<file path="config.mk">
export PLATFORM = sky130hd
export DESIGN_NAME = pipe_hazard_ctrl
export DESIGN_NICKNAME = d
export VERILOG_FILES = /design/src/rtl/pipe_hazard_ctrl.sv
export SDC_FILE = /design/constraint.sdc
export NUM_CORES = 1
export LEC_CHECK = 0
export CAP_MARGIN = 30
export CELL_PAD_IN_SITES_DETAIL_PLACEMENT = 2
export CELL_PAD_IN_SITES_GLOBAL_PLACEMENT = 2
export CORE_MARGIN = 2
export CORE_UTILIZATION = 23
export DETAILED_ROUTE_END_ITERATION = 10
export PLACE_DENSITY_LB_ADDON = 0.12
export SLEW_MARGIN = 0
export SYNTH_ARGS = -nofsm -noshare
export SYNTH_HDL_FRONTEND = slang
export SYNTH_SLANG_ARGS = --single-unit
</file>
<file path="constraint.sdc">
create_clock -name clk -period 2 [get_ports clk]
set_clock_uncertainty 0.1 [all_clocks]
set_input_delay 0.4 -clock clk [delete_from_list [all_inputs] [get_ports clk]]
set_output_delay 0.4 -clock clk [all_outputs]
set_load 0.05 [all_outputs]
</file>
<file path="src/rtl/pipe_hazard_ctrl.sv">
// Pipeline hazard controller: operand forwarding, load-use and branch hazards,
// multi-cycle (mul/div) stall FSM with timeout, and saturating stall/flush counters.
module pipe_hazard_ctrl #(
    parameter int CNT_W      = 16,
    parameter int MC_TIMEOUT = 64
) (
    input  logic             clk,
    input  logic             rst_n,
    input  logic [4:0]       rs1d,
    input  logic [4:0]       rs2d,
    input  logic [4:0]       rs1e,
    input  logic [4:0]       rs2e,
    input  logic [4:0]       rde,
    input  logic [1:0]       resultsrce,
    input  logic             pcsrce,
    input  logic [4:0]       rdm,
    input  logic             regwritem,
    input  logic [4:0]       rdw,
    input  logic             regwritew,
    input  logic             mc_req_e,
    input  logic             mc_done,
    input  logic             clr_cnt,
    output logic             stallf,
    output logic             stalld,
    output logic             stalle,
    output logic             flushd,
    output logic             flushe,
    output logic             flushm,
    output logic [1:0]       forwardae,
    output logic [1:0]       forwardbe,
    output logic             mc_start,
    output logic             mc_busy,
    output logic             mc_valid,
    output logic             mc_err,
    output logic [CNT_W-1:0] stall_cnt,
    output logic [CNT_W-1:0] flush_cnt
);

    localparam int TO_W = $clog2(MC_TIMEOUT) + 1;

    typedef enum logic [1:0] {
        S_IDLE,
        S_BUSY,
        S_DONE
    } state_t;

    state_t            r_state;
    logic [TO_W-1:0]   r_to_cnt;
    logic              r_mc_err;
    logic [CNT_W-1:0]  r_stall_cnt;
    logic [CNT_W-1:0]  r_flush_cnt;

    logic w_lwstall;
    logic w_mc_launch;
    logic w_mcstall;
    logic w_timeout;

    // MEM stage wins over WB because it holds the younger result.
    function automatic logic [1:0] fwd_sel(input logic [4:0] rs, input logic [4:0] rd_m,
                                           input logic wr_m, input logic [4:0] rd_w,
                                           input logic wr_w);
        if (wr_m && (rd_m != 5'd0) && (rd_m == rs))
            return 2'b10;
        else if (wr_w && (rd_w != 5'd0) && (rd_w == rs))
            return 2'b01;
        else
            return 2'b00;
    endfunction

    assign forwardae = fwd_sel(rs1e, rdm, regwritem, rdw, regwritew);
    assign forwardbe = fwd_sel(rs2e, rdm, regwritem, rdw, regwritew);

    assign w_lwstall   = (resultsrce == 2'b01) && (rde != 5'd0) &&
                         ((rde == rs1d) || (rde == rs2d));
    assign w_mc_launch = (r_state == S_IDLE) && mc_req_e && !pcsrce;
    assign w_mcstall   = w_mc_launch || (r_state == S_BUSY);
    assign w_timeout   = (r_to_cnt == TO_W'(MC_TIMEOUT - 1));

    assign mc_start = w_mc_launch;
    assign mc_busy  = (r_state == S_BUSY);
    assign mc_valid = (r_state == S_DONE);
    assign mc_err   = r_mc_err;

    // A multi-cycle op freezes the front end and EX, and bubbles MEM; younger hazards wait.
    always_comb begin
        stallf = 1'b0;
        stalld = 1'b0;
        stalle = 1'b0;
        flushd = 1'b0;
        flushe = 1'b0;
        flushm = 1'b0;
        if (w_mcstall) begin
            stallf = 1'b1;
            stalld = 1'b1;
            stalle = 1'b1;
            flushm = 1'b1;
        end else begin
            stallf = w_lwstall;
            stalld = w_lwstall;
            flushd = pcsrce;
            flushe = w_lwstall | pcsrce;
        end
    end

    always_ff @(posedge clk or negedge rst_n) begin
        if (!rst_n) begin
            r_state  <= S_IDLE;
            r_to_cnt <= '0;
            r_mc_err <= 1'b0;
        end else begin
            case (r_state)
                S_IDLE: begin
                    if (w_mc_launch) begin
                        r_state  <= S_BUSY;
                        r_to_cnt <= '0;
                    end
                end
                S_BUSY: begin
                    // A completion arriving on the last allowed cycle is not an error.
                    if (mc_done) begin
                        r_state <= S_DONE;
                    end else if (w_timeout) begin
                        r_state  <= S_DONE;
                        r_mc_err <= 1'b1;
                    end else begin
                        r_to_cnt <= r_to_cnt + TO_W'(1);
                    end
                end
                S_DONE:  r_state <= S_IDLE;
                default: r_state <= S_IDLE;
            endcase
        end
    end

    always_ff @(posedge clk or negedge rst_n) begin
        if (!rst_n) begin
            r_stall_cnt <= '0;
            r_flush_cnt <= '0;
        end else if (clr_cnt) begin
            r_stall_cnt <= '0;
            r_flush_cnt <= '0;
        end else begin
            if (stallf && !(&r_stall_cnt))
                r_stall_cnt <= r_stall_cnt + CNT_W'(1);
            if (flushd && !(&r_flush_cnt))
                r_flush_cnt <= r_flush_cnt + CNT_W'(1);
        end
    end

    assign stall_cnt = r_stall_cnt;
    assign flush_cnt = r_flush_cnt;

endmodule

</file>
# Yosys cells after proc, flatten, opt, wreduce, memory -nomap -nowiden
# Index checks and enable logic that the tools add are counted.
[word_totals]
reg_bits = 42
latchBits = 0
ram_bits = 0
rom_bits = 0
inputBits = 45
out_inout_bits = 46
wordCells = 73
mem_count = 0
[classes]
n_addsub = 3
multipliers = 0
div = 0
order_cmp = 0
eq_ne = 14
shift = 0
mux = 20
n_bitwise = 2
n_reduce_logical = 29
[op_table]
columns = ["operator", "n"]
rows = [
  ["2-to-1 mux 16 bit", 4],
  ["adder 16 x 1 -> 16 bit, second input constant", 2],
  ["AND reduction 16 bit", 2],
  ["equality test 5 bit", 6],
  ["2-to-1 mux 7 bit", 3],
  ["nonzero test 5 bit", 3],
  ["case mux 7 bit (2 select lines)", 1],
  ["logical AND 1 bit", 12],
  ["2-to-1 mux 2 bit", 5],
  ["adder 7 x 1 -> 7 bit, second input constant", 1],
  ["equality test 7 x 6 -> 1 bit, second input constant", 1],
  ["2-to-1 mux 1 bit", 6],
  ["inequality test 2 bit, second input constant", 3],
  ["nonzero test 2 bit", 3],
  ["equality test 2 x 1 -> 1 bit, second input constant", 2],
  ["case mux 2 bit (2 select lines)", 1],
  ["AND reduction 4 bit", 1],
  ["zero test 1 bit", 3],
  ["inequality test 3 x 2 -> 1 bit, second input constant", 1],
  ["AND reduction 3 bit", 1],
  ["equality test 2 bit, second input constant", 1],
  ["zero test 2 bit", 1],
  ["logical OR 1 bit", 2],
  ["AND reduction 2 bit", 1],
  ["other kinds (2)", 2],
]

# Logic depth before layout (Yosys ltp)
[logic_depth]
depth_word = 8
ltp_mapped = 9

# Worst setup path before layout
# Ideal clock, no wire load.
[synth_path]
path_type = "input -> output"
start = "input rdm[3]"
end = "output forwardae[0]"
arrival_ns = 2.977
required_ns = 1.500
slack_ns = -1.477
stages = 4
n_path_buf = 0
cell_sequence = "or4_1 > o21ai_0 > nor4_1 > nor4_1"
[synth_via]
elab_chain_len = 4
elab_cells_between_ends = 5
cone_classes = "eq/ne (1); mux (1); reduce/logical (3)"
[synth_lines]
columns = ["item", "line_no", "source"]
rows = [
  ["from (decl)", "16", "input logic [4:0] rdm,"],
  ["nonzero test 5 bit", "62", "if (wr_m && (rd_m != 5'd0) && (rd_m == rs))"],
  ["logical AND 1 bit", "62", ""],
  ["logical AND 1 bit (*)", "62", ""],
  ["2-to-1 mux 2 bit (*)", "62", ""],
  ["to (decl)", "29", "output logic [1:0] forwardae,"],
]
# Mark *: on every way between the ends. The rest lies on a longest branch, timed or not.

# Worst setup path in the final report
[layout_path]
start = "input rdw[4]"
end = "output forwardae[0]"
[layout_via]
elab_chain_len = 5
elab_cells_between_ends = 6
cone_classes = "eq/ne (1); mux (2); reduce/logical (3)"
[layout_lines]
columns = ["item", "line_no", "source"]
rows = [
  ["from (decl)", "18", "input logic [4:0] rdw,"],
  ["nonzero test 5 bit", "64", "else if (wr_w && (rd_w != 5'd0) && (rd_w == rs))"],
  ["logical AND 1 bit", "64", ""],
  ["logical AND 1 bit (*)", "64", ""],
  ["2-to-1 mux 1 bit (*)", "64", ""],
  ["2-to-1 mux 2 bit (*)", "62", ""],
]
# Marks and branches as above.

==> run summary <==
Post-synth top area cell - dfrtp_1
Final HPWL DP - 7660 µm
Power Total - 2850 µW
Final Hold Viols - 0
Fin area - 4870 µm²
Worst Hold Class - in2async
Int Pwr - 1830 µW
PortBufs - 90
Post-Syn Nets - 335
TritonCTS clock tree - yes
Core region area - 10,800 µm²
Max VDD drop - 0.250 mV
Clk buf depth - 2
Commonest non-fill, non-tap cells in the layout - 90 x buf_4, 31 x dfrtp_2, 26 x xor2_1, 26 x nor2_1
Setup WS pre-CTS - -0.739 ns
Top_reg_cell synth - dfrtp_1
Multi-input combinational cell area - 1870 µm²
1st-iter DRT viols - 53
Worst Tran Pin Value - 0.645 ns
WL per Instance - 17.6 µm
Post-synthesis sequential area ratio - 0.410
Run status - complete, but fails checks
PD cells - 584 nW/µm²
Nets@finish - 497
Detailed-route via count - 2,802
Post-route setup slack - -0.316 ns
Mapped Area - 2570 µm²
DR pass1 iterations - 4
Post-Syn Instances - 287
Netlist cell types - 39
P_sw - 1020 µW
Tot GR Track Use - 0.175
DRT Wirelength - 10,400 µm
Sequential Power Share - 0.330
Worst setup EP type - output port
DR DRC count - 0
Die Ht - 110 µm
DIE WIDTH - 110 µm
Critical Path Start - rdw[4]
Top post-synthesis cells by area - dfrtp_1 41%, xor2_1 9.2%, xnor2_1 6.8%
Filler cells - 1,177
RSZ-0062 raised after global routing - yes
Starting density of the core - 0.237
R2R Path Start - stall_cnt[7]$_DFFE_PN0P_
R2R cell count - 8
Critical path class - in2out
CTS buffer count - 5
Clk sinks - 42
Finish-stage setup viols - 23
Post-layout min period - 2.32 ns
CP Launch Type - input pin
Pins Over Slew Limit - 0
Ys async rst share - 1.00
Finished Layout Cells - 590
Die area - 12,000 µm²
Synth top area share - 0.410
H-tree depth - 2
Gr ovfl total - 0
Largest net degree at the start of global routing - 26
# rows - 38
Critical path's largest stage delay - 0.53 ns
# diodes - 0
Share of post-route cells with drive strength above 1 - 0.582
Via count of the first global-routing pass - 3,168
R2R Path End - stall_cnt[1]$_DFFE_PN0P_
Clk_lat worst skew - 0.29 ns
Worst EP required - 1.50 ns
Num ports - 91
Combinational Power Share - 0.458
Max Clk Rate - 432 MHz
Antenna-violating nets left - 0
Vias per Instance - 4.75
Commonest non-fill, non-tap cell in the layout - buf_4
Violated checks - negative setup slack
Dpl cell area - 4340 µm²
Sw Share - 0.358
Clock root cell - clkbuf_8
Reg-to-reg slack, setup - -0.16 ns
Antenna violations before repair - 1
Crit path DAT - 1.82 ns
CP Max Fanout - 2
Max-cap violation count - 0
YS warnings - 0
Number of synthesized flops with an enable pin - 0
Placed insts - 573
Final Wtd Congestion - 0.720
Clock share of power - 0.212
Max_slew headroom - 0.570
Slowest CP cell - or4_4
Number of hold buffers added after cts - 0
FF/Latch Area - 1090 µm²
P&R area growth vs syn - 89.9%
CP dominant cell by count - buf_6
Final worst path period share - 1.16
Mean Syn Cell Area - 8.94 µm²
Static leakage - 0.00216 µW
Synthesized flop and latch total - 42
Global-route wire length before repair - 16,400 µm
Worst-path cell chain - buf_6 > buf_6 > xor2_1 > or4_4 > nor4_4 > buf_12
Clock transition at the registers of the reported paths - 0.09 ns
[layout make-up]
cell class / instances / area share
multi-input cells: 221 / 0.384
repair buffers: 167 / 0.326
flip-flops and latches: 42 / 0.224
well taps: 140 / 0.0360
clock buffers: 7 / 0.0177
inverters: 12 / 0.0110
clock inverters: 1 / 0.00180
[critical path, delay by kind of cell]
kind	cells	cell delay, ns
buf+inv	3	0.39
simple gates	2	0.88
xor+xnor	1	0.15
[registers in the layout (all words and copies together), names as in the netlist]
name and flops:
flush_cnt 16, stall_cnt 16, r_state 2, mc_err 1, r_to_cnt 7
[kinds of logic after synthesis]
group / synth area share
AND/OR/NAND/NOR: 0.250
XOR/XNOR: 0.160
AO/OA/AOI/OAI: 0.104
flip-flops: 0.410
buffers and inverters: 0.0414
multiplexers: 0.0200
adder cells (fa/ha/maj): 0.0146
[stage by stage]
stage	utilization	hold WS [ns]	setup TNS [ns]
floorplan	-	0.00441	-0.768
global placement	0.400	0.347	-15.41
detailed placement	0.400	0.364	-16.44
CTS	0.434	0.0405	-2.90
global route	0.449	0.0534	-4.43
finish	0.449	0.0228	-2.56
[cells in the mapped netlist (5+ instances only)]
| cell | number |
|---|---|
| and3_1 | 5 |
| nor4_1 | 5 |
| o21ai_0 | 11 |
| or3_1 | 9 |
| xnor2_1 | 20 |
| nand4_1 | 6 |
| nor2_1 | 29 |
| dfrtp_1 | 42 |
| inv_1 | 12 |
| xor2_1 | 27 |
| nand3_1 | 18 |
| nand2_1 | 18 |
| or4_1 | 13 |
| o31ai_1 | 7 |
| a21oi_1 | 18 |
[power groups by stage]
stage | Sequential (µW) | Combinational (µW) | Clock [µW]
finish | 940 | 1300 | 604
global route | 948 | 1380 | 669
CTS | 937 | 1200 | 638
detailed placement | 954 | 1050 | 0
global placement | 950 | 1030 | 0
floorplan | 1020 | 446 | 0
[worst max-delay path by stage]
stage	to	slack, ns	cells after the start
6_report	forwardae[0]	-0.32	6
5_1_grt	forwardbe[0]	-0.34	6
4_1_cts	forwardae[0]	-0.36	6
3_5_place_dp	forwardae[0]	-0.74	6
3_3_place_gp	forwardae[0]	-0.69	6
2_1_floorplan	forwardae[0]	-0.34	4
[repair_timing]
item / 4_1_cts / 5_1_grt
setup endpoints to repair: 29 / 27
pin swaps: 37 / 27
cloned: 2 / 1
gates resized for setup: 130 / 68
buffers inserted: 5 / 9
[metal layers]
| metal | GRT usage | vias to the layer above | part of all wire |
|---|---|---|---|
| met5 | 0 | - | 0.0013 |
| met4 | 0.0262 | 2 | 0.0055 |
| met3 | 0.0379 | 8 | 0.044 |
| met2 | 0.325 | 59 | 0.53 |
| met1 | 0.209 | 1404 | 0.42 |
| li1 | - | 1329 | - |
(Power assumes the default switching activity.)
